--- src/rtl/sccb_pkg.sv ---
// Shared definitions for the SCCB target: byte/counter widths, default bus
// address and the protocol state encoding.
package sccb_pkg;

  localparam int unsigned BYTE_W = 8;
  localparam int unsigned CNT_W  = 4;  // holds 0..8 bit positions

  localparam logic [6:0] DEV_ADDR_DEFAULT = 7'h21;

  typedef enum logic [3:0] {
    S_IDLE      = 4'd0,
    S_ADDR      = 4'd1,
    S_ADDR_ACK  = 4'd2,
    S_REG       = 4'd3,
    S_REG_ACK   = 4'd4,
    S_WDATA     = 4'd5,
    S_WDATA_ACK = 4'd6,
    S_RDATA     = 4'd7,
    S_RD_MACK   = 4'd8,
    S_IGNORE    = 4'd9
  } state_e;

endpackage

--- src/rtl/sccb_bus_sync.sv ---
// Synchronizes the asynchronous SCL/SDA lines into clk and derives bus events.
// Ports:
//   clk, rst             system clock, async active-high reset
//   scl_in, sda_in       raw bus lines
//   sda_c                synchronized SDA level
//   scl_rise_c/fall_c    one-clk SCL edge strobes
//   start_c / stop_c     one-clk START / STOP strobes (SDA edge while SCL high)
// SYNC_STAGES is the synchronizer depth; legal range 2..4.
module sccb_bus_sync
  import sccb_pkg::*;
#(
  parameter int unsigned SYNC_STAGES = 2
) (
  input  logic clk,
  input  logic rst,
  input  logic scl_in,
  input  logic sda_in,
  output logic sda_c,
  output logic scl_rise_c,
  output logic scl_fall_c,
  output logic start_c,
  output logic stop_c
);

  logic [SYNC_STAGES-1:0] scl_sync_q, scl_sync_d;
  logic [SYNC_STAGES-1:0] sda_sync_q, sda_sync_d;
  logic                   scl_prev_q, scl_prev_d;
  logic                   sda_prev_q, sda_prev_d;
  logic                   scl_s, sda_s;

  assign scl_s = scl_sync_q[SYNC_STAGES-1];
  assign sda_s = sda_sync_q[SYNC_STAGES-1];

  // Synchronizer chains plus one extra stage of history for edge detection
  always_comb begin
    scl_sync_d = {scl_sync_q[SYNC_STAGES-2:0], scl_in};
    sda_sync_d = {sda_sync_q[SYNC_STAGES-2:0], sda_in};
    scl_prev_d = scl_s;
    sda_prev_d = sda_s;
  end

  // Idle bus level is high, so everything resets to 1 to avoid false events
  always_ff @(posedge clk or posedge rst) begin
    if (rst) begin
      scl_sync_q <= '1;
      sda_sync_q <= '1;
      scl_prev_q <= 1'b1;
      sda_prev_q <= 1'b1;
    end else begin
      scl_sync_q <= scl_sync_d;
      sda_sync_q <= sda_sync_d;
      scl_prev_q <= scl_prev_d;
      sda_prev_q <= sda_prev_d;
    end
  end

  assign sda_c      = sda_s;
  assign scl_rise_c =  scl_s & ~scl_prev_q;
  assign scl_fall_c = ~scl_s &  scl_prev_q;
  // SCL must be high in both samples so an SCL edge never aliases a START/STOP
  assign start_c    = scl_s & scl_prev_q &  sda_prev_q & ~sda_s;
  assign stop_c     = scl_s & scl_prev_q & ~sda_prev_q &  sda_s;

endmodule

--- src/rtl/sccb_target.sv ---
// SCCB (I2C-like) register target. Decodes device address, register pointer
// and write data bytes; optionally serves reads.
// Configuration macro: SCCB_TARGET_READ_EN compiles in the read path; without
// it a read request to this address is NACKed and rd_data is ignored.
// Ports:
//   clk, rst        system clock (>=16x SCL), async active-high reset
//   scl_in, sda_in  bus lines, asynchronous to clk
//   sda_oe          1 = pull SDA low
//   wr_valid        one-clk strobe with wr_reg / wr_data
//   rd_reg          current register pointer
//   rd_data         register contents at rd_reg
//   busy            between START and STOP
module sccb_target
  import sccb_pkg::*;
#(
  parameter logic [6:0]  DEV_ADDR    = DEV_ADDR_DEFAULT,
  parameter int unsigned SYNC_STAGES = 2
) (
  input  logic              clk,
  input  logic              rst,
  input  logic              scl_in,
  input  logic              sda_in,
  output logic              sda_oe,
  output logic              wr_valid,
  output logic [BYTE_W-1:0] wr_reg,
  output logic [BYTE_W-1:0] wr_data,
  output logic [BYTE_W-1:0] rd_reg,
  input  logic [BYTE_W-1:0] rd_data,
  output logic              busy
);

  logic sda_c, scl_rise_c, scl_fall_c, start_c, stop_c;

  sccb_bus_sync #(
    .SYNC_STAGES(SYNC_STAGES)
  ) u_sync (
    .clk        (clk),
    .rst        (rst),
    .scl_in     (scl_in),
    .sda_in     (sda_in),
    .sda_c      (sda_c),
    .scl_rise_c (scl_rise_c),
    .scl_fall_c (scl_fall_c),
    .start_c    (start_c),
    .stop_c     (stop_c)
  );

  state_e            state_q, state_d;
  logic [CNT_W-1:0]  bit_cnt_q, bit_cnt_d;
  logic [BYTE_W-1:0] shift_q, shift_d;
  logic [BYTE_W-1:0] rd_reg_q, rd_reg_d;
  logic [BYTE_W-1:0] wr_reg_q, wr_reg_d;
  logic [BYTE_W-1:0] wr_data_q, wr_data_d;
  logic              wr_valid_q, wr_valid_d;
  logic              sda_oe_q, sda_oe_d;
  logic              busy_q, busy_d;
  logic [BYTE_W-1:0] rx_byte_c;
  logic              byte_done_c;

`ifdef SCCB_TARGET_READ_EN
  logic              rw_q, rw_d;
  logic [BYTE_W-1:0] rd_shift_q, rd_shift_d;
  logic              mack_q, mack_d;
`else
  logic              rd_data_unused;
  assign rd_data_unused = ^rd_data;
`endif

  // Byte as it will look once the current SDA sample is shifted in
  assign rx_byte_c   = {shift_q[BYTE_W-2:0], sda_c};
  assign byte_done_c = (bit_cnt_q == CNT_W'(BYTE_W - 1));

  // Next-state and output logic
  always_comb begin
    state_d    = state_q;
    bit_cnt_d  = bit_cnt_q;
    shift_d    = shift_q;
    rd_reg_d   = rd_reg_q;
    wr_reg_d   = wr_reg_q;
    wr_data_d  = wr_data_q;
    wr_valid_d = 1'b0;
    sda_oe_d   = sda_oe_q;
    busy_d     = busy_q;
`ifdef SCCB_TARGET_READ_EN
    rw_d       = rw_q;
    rd_shift_d = rd_shift_q;
    mack_d     = mack_q;
`endif

    if (stop_c) begin
      // Any partial byte is dropped; no write strobe is produced
      state_d   = S_IDLE;
      bit_cnt_d = '0;
      sda_oe_d  = 1'b0;
      busy_d    = 1'b0;
    end else if (start_c) begin
      // Also covers repeated START from any state
      state_d   = S_ADDR;
      bit_cnt_d = '0;
      sda_oe_d  = 1'b0;
      busy_d    = 1'b1;
    end else begin
      case (state_q)
        S_ADDR, S_REG, S_WDATA: begin
          if (scl_rise_c) begin
            shift_d   = rx_byte_c;
            bit_cnt_d = bit_cnt_q + CNT_W'(1);
            if (byte_done_c) begin
              bit_cnt_d = '0;
              case (state_q)
                S_ADDR: begin
                  if (rx_byte_c[7:1] != DEV_ADDR) begin
                    state_d = S_IGNORE;
`ifdef SCCB_TARGET_READ_EN
                  end else begin
                    state_d = S_ADDR_ACK;
                    rw_d    = rx_byte_c[0];
                  end
`else
                  end else if (rx_byte_c[0]) begin
                    state_d = S_IGNORE;
                  end else begin
                    state_d = S_ADDR_ACK;
                  end
`endif
                end
                S_REG: begin
                  rd_reg_d = rx_byte_c;
                  state_d  = S_REG_ACK;
                end
                default: begin
                  wr_valid_d = 1'b1;
                  wr_reg_d   = rd_reg_q;
                  wr_data_d  = rx_byte_c;
                  rd_reg_d   = rd_reg_q + 8'd1;
                  state_d    = S_WDATA_ACK;
                end
              endcase
            end
          end
        end

        // ACK is asserted on the first SCL fall and released on the second
        S_ADDR_ACK, S_REG_ACK, S_WDATA_ACK: begin
          if (scl_fall_c) begin
            if (!sda_oe_q) begin
              sda_oe_d = 1'b1;
            end else begin
              sda_oe_d  = 1'b0;
              bit_cnt_d = '0;
              state_d   = (state_q == S_ADDR_ACK) ? S_REG : S_WDATA;
`ifdef SCCB_TARGET_READ_EN
              if (state_q == S_ADDR_ACK && rw_q) begin
                rd_shift_d = {rd_data[BYTE_W-2:0], 1'b0};
                sda_oe_d   = ~rd_data[BYTE_W-1];
                state_d    = S_RDATA;
              end
`endif
            end
          end
        end

`ifdef SCCB_TARGET_READ_EN
        S_RDATA: begin
          if (scl_rise_c) begin
            bit_cnt_d = bit_cnt_q + CNT_W'(1);
          end else if (scl_fall_c) begin
            if (bit_cnt_q == CNT_W'(BYTE_W)) begin
              sda_oe_d  = 1'b0;
              bit_cnt_d = '0;
              mack_d    = 1'b0;
              state_d   = S_RD_MACK;
            end else begin
              sda_oe_d   = ~rd_shift_q[BYTE_W-1];
              rd_shift_d = {rd_shift_q[BYTE_W-2:0], 1'b0};
            end
          end
        end

        // Master ACK advances the pointer; rd_data for the new pointer is
        // then latched on the following SCL fall
        S_RD_MACK: begin
          if (scl_rise_c) begin
            if (sda_c) begin
              state_d = S_IGNORE;
            end else begin
              rd_reg_d = rd_reg_q + 8'd1;
              mack_d   = 1'b1;
            end
          end else if (scl_fall_c && mack_q) begin
            mack_d     = 1'b0;
            rd_shift_d = {rd_data[BYTE_W-2:0], 1'b0};
            sda_oe_d   = ~rd_data[BYTE_W-1];
            bit_cnt_d  = '0;
            state_d    = S_RDATA;
          end
        end
`endif

        S_IGNORE: sda_oe_d = 1'b0;

        default: ;
      endcase
    end
  end

  // State and output registers; reset releases SDA asynchronously
  always_ff @(posedge clk or posedge rst) begin
    if (rst) begin
      state_q    <= S_IDLE;
      bit_cnt_q  <= '0;
      shift_q    <= '0;
      rd_reg_q   <= '0;
      wr_reg_q   <= '0;
      wr_data_q  <= '0;
      wr_valid_q <= 1'b0;
      sda_oe_q   <= 1'b0;
      busy_q     <= 1'b0;
`ifdef SCCB_TARGET_READ_EN
      rw_q       <= 1'b0;
      rd_shift_q <= '0;
      mack_q     <= 1'b0;
`endif
    end else begin
      state_q    <= state_d;
      bit_cnt_q  <= bit_cnt_d;
      shift_q    <= shift_d;
      rd_reg_q   <= rd_reg_d;
      wr_reg_q   <= wr_reg_d;
      wr_data_q  <= wr_data_d;
      wr_valid_q <= wr_valid_d;
      sda_oe_q   <= sda_oe_d;
      busy_q     <= busy_d;
`ifdef SCCB_TARGET_READ_EN
      rw_q       <= rw_d;
      rd_shift_q <= rd_shift_d;
      mack_q     <= mack_d;
`endif
    end
  end

  assign sda_oe   = sda_oe_q;
  assign wr_valid = wr_valid_q;
  assign wr_reg   = wr_reg_q;
  assign wr_data  = wr_data_q;
  assign rd_reg   = rd_reg_q;
  assign busy     = busy_q;

endmodule

--- config.mk ---
export PLATFORM = sky130hd
export DESIGN_NAME = sccb_target
export DESIGN_NICKNAME = d
export VERILOG_FILES = /design/src/rtl/sccb_pkg.sv /design/src/rtl/sccb_bus_sync.sv /design/src/rtl/sccb_target.sv
export SDC_FILE = /design/constraint.sdc
export NUM_CORES = 1
export LEC_CHECK = 0
export CAP_MARGIN = 20
export CORE_AREA = 2 2 83 85
export DETAILED_ROUTE_END_ITERATION = 8
export DIE_AREA = 0 0 85 87
export PLACE_DENSITY = 0.64
export RECOVER_POWER = 25
export SLEW_MARGIN = 30
export SYNTH_ARGS = -nofsm -noshare
export SYNTH_HDL_FRONTEND = slang
export SYNTH_SLANG_ARGS = --single-unit
export TNS_END_PERCENT = 5
--- constraint.sdc ---
create_clock -name clk -period 2.7 [get_ports clk]
set_input_delay 0.27 -clock clk [delete_from_list [all_inputs] [get_ports clk]]
set_output_delay 0.27 -clock clk [all_outputs]
set_load 0.1 [all_outputs]
* Word level (Yosys, flattened, before mapping) *
Index checks and enable logic that the tools add are counted.

storage, ports and cells
  bits in registers = 48
  logic and storage cells = 87
  bits of input ports = 12

operators by class
  $add $sub $neg = 2
  bitwise operators = 15
  reduce and logical (&&, ||, !) cells = 12
  equal/unequal tests = 13
  muxes and demuxes = 32

operators by type and width
  kind                   number
  $mux W4                14
  $pmux W4 S2            3
  $eq A4 B3 Y1 const B   4
  $ne A4 B4 Y1 const B   4
  $pmux W8 S2            1
  $mux W1                12
  $reduce_and A6 Y1      2
  $add A8 B1 Y8 const B  1
  $eq A4 B2 Y1 const B   2
  $not A1 Y1             8
  $reduce_and A4 Y1      2
  $reduce_bool A4 Y1     2
  $and A1 B1 Y1          7
  $ne A7 B6 Y1 const B   1
  $reduce_or A3 Y1       2
  $reduce_and A5 Y1      1
  $add A4 B1 Y4 const B  1
  $eq A4 B1 Y1 const B   1
  $eq A4 B4 Y1 const B   1
  $mux W3                1
  $pmux W1 S2            1
  $reduce_and A2 Y1      1
  $reduce_bool A2 Y1     1
  $reduce_or A2 Y1       1

* Depth between registers and ports, before layout *
Gate-level depths: netlist of run 1.

  word-level depth = 8
  depth in mapped cells = 7

* Modules after synthesis *
A second synthesis of run 1 with hierarchy kept.

second synthesis, totals
  cell total of the unflattened synthesis = 195
  area total of the unflattened synthesis = 2398.6 um^2

modules (own cells, without submodules)
  module         cells an instance  area an instance (um^2)  times used  sequential area each (um^2)
  sccb_target    184                2204.6                   1           1051.0
  sccb_bus_sync  11                 193.9                    1           157.7

* Worst setup path after synthesis of run 1 *
No wires, ideal clock.

  path kind = flip-flop to flip-flop
  start = reg sda_oe_q, in the netlist sda_oe
  end = reg state_q[1]
  stages on the path, launching flop included = 6
  path slack = 0.651 ns
  arrival = 1.925 ns
  setup time = 0.125 ns
  path buffers = 0
  cell sequence = dfrtp_1 -> nand3b_1 -> nor3_1 -> o22ai_1 -> o21ai_0 -> mux2_2

on the way
  cells in the longest elaborated chain, start to end = 2

ends and longest elaborated chain
  item                                RTL line            source
  start: declaration                  sccb_target.sv:55   logic sda_oe_q, sda_oe_d;
  start signal: assignment            sccb_target.sv:232  sda_oe_q <= sda_oe_d;
  $ne A4 B4 Y1 (no source line)       --
  $reduce_and A5 Y1 (no source line)  --
  end signal: assignment              sccb_target.sv:225  state_q <= state_d;
  end: declaration                    sccb_target.sv:48   state_e state_q, state_d;

No other way between the ends.
A chain may end at the register's enable or synchronous reset.

* Worst setup path in the final report of run 1 *
  start = reg u_sync.scl_sync_q[1]
  end = reg state_q[1]

on the way
  cells in the longest elaborated chain, start to end = 5
  elaborated cells on any way between the ends = 16
  classes of those cells = 4 x eq/ne; 2 x mux; 8 x bitwise; 2 x reduce/logical

ends and longest elaborated chain
  item                                                                  RTL line                                  source
  start: declaration                                                    sccb_bus_sync.sv:25                       logic [SYNC_STAGES-1:0] scl_sync_q, scl_sync_d;
  start signal: assignment                                              sccb_bus_sync.sv:50                       scl_sync_q <= scl_sync_d;
  $and A1 B1 Y1                                                         sccb_bus_sync.sv:61, sccb_bus_sync.sv:62
  $and A1 B1 Y1 (on tied branches) (2 in series)                        sccb_bus_sync.sv:61, sccb_bus_sync.sv:62
  $ne A4 B4 Y1 (no source line) (tied with other cells)                 --
  $reduce_and A5 Y1 (no source line) / $mux W4 (equally long branches)  --

Several ways; a longest one is shown, not always the timed one.

==> impl_results.md, run 1 <==
- VDD IR max: 0.4744 mV
- Combinational group share of total power: 27.4%
- Syn-to-layout area delta: 18.39%
- Core ar.: 0.006569 mm2
- Largest net degree at the start of global routing: 30
- Int Power: 1.234 mW
- Worst-Skew Late Latency: 0.30 ns
- Yosys Warn Count: 0
- Tcrit/Tclk final: 80.18%
- Critical Path AT: 2.35 ns
- Setup TNS: 0 ns
- Antenna cells: 0
- F_max: 0.4619 GHz
- Clock root cell: clkbuf_8
- Initial Util: 33.98%
- Via Count: 1609
- Die Span X: 85 um
- Rows: 30
- Syn_area_per_cell: 10.89 um2
- P_leak: 1.269 nW
- I/O pin total: 39
- Ys async rst share: 100.0%
- Max-slew headroom: 25.89%
- Seq/Total Area, Yosys: 54.15%
- Post-layout min period: 2.165 ns
- Post-synth EDFFs: 0
- Cell Area, Synth: 0.002232 mm2
- Cts bufs inserted: 5
- Seq. cell area: 0.001209 mm2
- Drt via density: 5.060
- Worst setup SP type: register
- Ys flop type: dfrtp_1
- Top cells by count, synth: dfrtp_1 (42), nand2_1 (42), o21ai_0 (16)
- Post-CTS sizing: 0
- Post-CTS Hold Fix Bufs: 0
- Post-route ant nets: 0
- Placer congestion estimate: 0.8045
- Clk sinks: 48
- Cell variety after synth: 40
- Worst Reg-to-Reg Cells: 4
- Syn nets: 219
- Post-DP HPWL: 3117 um
- Grt ovf: 0
- Hold path depth: 0
- Synth Register Bits: 48
- Initial antenna violation count: 0
- Crit path capture type: register
- Critical path required time: 2.88 ns
- Setup Crit Path Kind: register to register
- Max_cap viols: 0
- DRC errors left: 0
- Synth area leaders: dfrtp_1 (47%), dfstp_2 (7.1%), nand2_1 (7.1%)
- CTS tree: built
- First-pass GRT wire length: 7458 um
- Total track usage: 12.78%
- Multi-input gate area: 955.9 um2
- Final #Nets: 252
- Share of the synthesized area in the top cell type: 47.09%
- Leading area contributor after synthesis: dfrtp_1
- IO Port Bufs: 30
- RSZ-0062 raised after global routing: false
- Final setup viols: 0
- Count of pins over their slew limit: 0
- Drt total wl: 4402 um
- Clock Skews: 0.008828 ns
- Hold Vio Cnt, Final: 0
- Post-CTS setup buffers: 0
- CTS clk-pin slew, worst paths: 0.08 ns
- Layout cell share with drive strength beyond 1: 26.47%
- Die area: 0.007395 mm2
- Fin util: 40.23%
- Fill count: 640
- Clock power frac: 23.4%
- Wire length per cell: 13.84 um
- Clock buffer depth: 2
- Number of global-route vias before repair: 1520
- Status: complete, no violations
- Hold Crit Class: register to register
- Drt first-iter violations: 108
- Least-Margin Pin Slew: 1.110 ns
- Cell count after synthesis: 205
- Worst-path maximum fanout: 12
- Die Ht: 87 um
- Drt pass-1 iters: 4
- Pwr/cell area: 735.0 mW/mm2
- Psw: 0.7081 mW
- Sw Ratio: 36.46%
- Seq pwr share: 49.1%
- H-Tree Depth: 2
[final cells by class]
| cell class | count | share of cell area [%] |
|---|---|---|
| flip-flops and latches | 48 | 45.74 |
| repair buffers | 34 | 9.943 |
| well taps | 80 | 3.788 |
| clock buffers | 7 | 3.646 |
| multi-input cells | 144 | 36.17 |
| inverters | 5 | 0.7102 |
[per-layer routing]
metal,track usage [%],vias to the layer above,share of wire [%]
li1,-,788,-
met1,16.87,788,48
met2,20.60,24,47
met3,3.412,9,3.8
met4,4.040,0,1.7
met5,0,-,0
[worst max-delay path: stages, from the launching register on]
cell and delay, ns:
dfstp_1 0.71, and4b_1 0.51, o22ai_1 0.19, o21ai_0 0.24, mux2_2 0.40
[power groups by stage]
stage,registers [mW],logic [mW],clock network [mW]
after CTS,0.955,0.540,0.477
after global placement,0.965,0.524,0
after detailed placement,0.969,0.537,0
after floorplan,0.976,0.410,0
after global routing,0.972,0.602,0.508
final,0.954,0.533,0.455
[cell usage in the layout (no fill, tap or decap), types with 3 or more instances in the layout]
cell           count
nand3_1            7
clkbuf_8           7
nor3_1             3
dfstp_2            4
mux2_4             9
o22ai_1            3
mux2_2             8
o21ai_0           16
and3_1             3
nor2_1             6
mux2i_1            3
a21oi_1           15
nand2_1           42
inv_1              5
dlygate4sd3_1      3
buf_4             31
dfrtp_1           42
[final timing paths]
check / from / to / slack (ns)
worst max-delay path: u_sync.scl_sync_q[1] / state_q[1] / 0.54
worst min-delay path: u_sync.scl_sync_q[0] / u_sync.scl_sync_q[1] / 0.36
worst max register to register: u_sync.scl_sync_q[1] / state_q[1] / 0.54
worst min register to register: u_sync.scl_sync_q[0] / u_sync.scl_sync_q[1] / 0.36
max in group asynchronous: rst / u_sync.scl_prev_q / 1.17
min in group asynchronous: rst / wr_data[2] / 0.70
[metrics by stage]
step           hold slack [ns]  std cells  setup slack [ns]  area [um2]  power, mW
4_1_cts                 0.3620        318            0.5756        2643      1.972
2_1_floorplan           0.2745        205            0.6506        2232      1.386
3_5_place_dp            0.3491        311            0.6030        2546      1.506
6_report                0.3644        318            0.5351        2643      1.942
3_3_place_gp            0.3463        311            0.6394        2546      1.489
5_1_grt                 0.3700        318            0.3933        2643      2.082
[cell families after synthesis]
family	synth area share, %
AO/OA/AOI/OAI	10.65
buffers and inverters	3.027
adder cells (fa/ha/maj)	1.121
AND/OR/NAND/NOR	18.83
multiplexers	11.44
flip-flops	54.15
XOR/XNOR	0.7849
No activity file was read; power rests on OpenSTA's default activity.
==> run 2: changes to the inputs <==
==> constraint.sdc (replaced) <==
create_clock -name clk -period 2.2 [get_ports clk]
set_input_delay 0.22 -clock clk [delete_from_list [all_inputs] [get_ports clk]]
set_output_delay 0.22 -clock clk [all_outputs]
set_load 0.1 [all_outputs]
==> run 2 against run 1 <==
Against the previous run:
- maximum frequency grew 9.7%
- power increased by 23%
- highest routed layer unchanged
- worst setup slack worse by 0.31 ns
- critical path type unchanged
- die area did not move
- clock power increased by 16%
- critical path depth up 1
- non-clock buffer count is 6 higher
- register-to-register slack got worse by 0.31 ns
- largest cell class unchanged
- utilization is 0.50 points higher
- flip-flop and latch count unchanged
- final cell count grew 2.2%
- design area grew 1.2%
==> impl_results.md, run 2 (same netlist as run 1, synthesis figures left out) <==
- Placer congestion estimate: 0.8357 (+3.9%)
- Worst hold slack: 0.3595 ns (-0.004900 ns)
- VDD IR max: 0.5381 mV (+13%)
- Cts bufs inserted: 5 (unchanged)
- Max-slew headroom: 21.32% (-4.6 points)
- Antenna cells: 0 (unchanged)
- Worst-path maximum fanout: 12 (unchanged)
- Total track usage: 12.88% (+0.091 points)
- CP peak stage delay: 0.47 ns (-0.24 ns)
- Slowest library cell on the worst path: dfrtp_1
- Drt first-iter violations: 82 (-24%)
- Number of global-route vias before repair: 1640 (+7.9%)
- Post-CTS sizing: 0 (unchanged)
- Highest routed layer: met4
- Setup Crit Path Kind: register to register
- Largest net degree at the start of global routing: 49 (+63%)
- Met2 WL: 2127 um (+3.3%)
- P_leak: 1.285 nW (+1.3%)
- Core ar.: 0.006569 mm2 (unchanged)
- H-Tree Depth: 2 (unchanged)
- Initial Util: 33.98% (unchanged)
- Count of pins over their slew limit: 0 (unchanged)
- IO Port Bufs: 30 (unchanged)
- Post-route ant nets: 0 (unchanged)
- Metal3 WL: 147 um (-13%)
- I/O pin total: 39 (unchanged)
- Clk sinks: 48 (unchanged)
- Final setup viols: 0 (unchanged)
- Critical Path AT: 2.15 ns (-0.20 ns)
- CTS tree: built
- Clock root cell: clkbuf_8
- Via Count: 1594 (-0.93%)
- Hold path depth: 0 (unchanged)
- Post-layout min period: 1.973 ns (-0.1922 ns)
- Die Ht: 87 um (unchanged)
- Setup TNS: 0 ns (unchanged)
- Crit path capture type: register
- Drt pass-1 iters: 4 (unchanged)
- Clock Skews: 0.003432 ns (-0.005396 ns)
- Critical path required time: 2.38 ns (-0.50 ns)
- Worst R2R Setup Slack: 0.23 ns (-0.31 ns)
- Die area: 0.007395 mm2 (unchanged)
- Clock buffer depth: 2 (unchanged)
- Wire length on met1: 2072 um (-1.3%)
- Fill count: 626 (-2.2%)
- DRC errors left: 0 (unchanged)
- Layout cell share with drive strength beyond 1: 27.76% (+1.3 points)
- Least-Margin Pin Slew: 1.180 ns (+0.06971 ns)
- CTS clk-pin slew, worst paths: 0.08 ns (about the same)
- Worst Reg-to-Reg Cells: 5 (+1)
- Rows: 30 (unchanged)
- Worst setup SP type: register
- F_max: 0.5069 GHz (+9.7%)
- Pwr/cell area: 894.9 mW/mm2 (+22%)
- Hold path endpoint: u_sync.sda_sync_q[1]
- Crit-path cells: nor2b_4, and4b_1, o22ai_1, o21ai_0, mux2_2
- Syn-to-layout area delta: 19.84%
- Crit Reg-Reg Endpoint: state_q[1]
- Tcrit/Tclk final: 89.67% (+9.5 points)
- Post-CTS Hold Fix Bufs: 0 (unchanged)
- RSZ-0062 raised after global routing: false
- Most frequent cells in the layout: nand2_1 (42), dfrtp_1 (42), buf_4 (35), o21ai_0 (16), a21oi_1 (15)
- Die Span X: 85 um (unchanged)
- Max_cap viols: 0 (unchanged)
- Drt via density: 4.905 (-3.1%)
- Status: complete, no violations
- Hold Startpoint: u_sync.sda_sync_q[0]
- Hold Crit Class: register to register
- Worst-Skew Late Latency: 0.29 ns (about the same)
- Post-DP HPWL: 3117 um (about the same)
- Wire length per cell: 13.53 um (-2.3%)
- Drt total wl: 4396 um (-0.14%)
- Grt ovf: 0 (unchanged)
- Post-CTS setup buffers: 0 (unchanged)
- Initial antenna violation count: 0 (unchanged)
- Final #Nets: 258 (+2.4%)
- Hold Vio Cnt, Final: 0 (unchanged)
- First-pass GRT wire length: 7631 um (+2.3%)
- R2r startpoint: state_q[0]
## run 2: cell count changes in the layout (fill, tap and decap cells not counted)
cell / delta
buf_4: +4
clkbuf_1: +3
clkbuf_2: +1
clkbuf_8: -1
clkinv_1: +1
dfstp_1: -1
dfstp_2: +1
inv_1: -1
## run 2: report_power, final
part	total, mW	switching (mW)	internal [mW]
clock network	0.530	0.274	0.257
registers	1.15	0.146	0.999
logic	0.719	0.452	0.267
total	2.39	0.872	1.52
## run 2: cell type report
cell class | count | area, um2 | share of cell area [%]
inverter | 5 | 18.77 | 0.7016
sequential | 48 | 1209 | 45.18
clock buffer | 8 | 90.09 | 3.368
tap | 80 | 100.1 | 3.742
timing repair buffer | 40 | 301.5 | 11.27
multi-input combinational | 144 | 955.9 | 35.73
## run 2: how the worst max path moves through the flow
stage,end,startpoint
6_report,state_q[1],state_q[0]
5_1_grt,state_q[1],state_q[0]
4_1_cts,state_q[1],state_q[0]
3_5_place_dp,state_q[1],state_q[0]
3_3_place_gp,state_q[1],state_q[0]
2_1_floorplan,state_q[1],sda_oe
## run 2: worst max-delay path: cells and delay by family (launching register included)
kind / cells / cell delay [ns]
simple gates: 2 / 0.70
compound gates: 2 / 0.33
mux: 1 / 0.37
flops: 1 / 0.47
## run 2: routing by layer
| metal | vias to the layer above | GRT usage [%] |
|---|---|---|
| met3 | 6 | 3.507 |
| met1 | 763 | 16.06 |
| met2 | 25 | 21.80 |
| li1 | 800 | - |
| met5 | - | 0 |
| met4 | 0 | 4.040 |
## run 2: per-stage QoR
stage / instance area [um2] / worst slack (ns) / instances / total power [mW] / util (%)
2_1_floorplan: 2232 / 0.1506 / 205 / 1.701 / -
3_3_place_gp: 2591 / 0.2746 / 317 / 1.868 / 39.45
3_5_place_dp: 2591 / 0.2546 / 317 / 1.888 / 39.45
4_1_cts: 2681 / 0.2138 / 325 / 2.436 / 40.82
5_1_grt: 2675 / 0.1272 / 325 / 2.562 / 40.72
6_report: 2675 / 0.2273 / 325 / 2.394 / 40.72
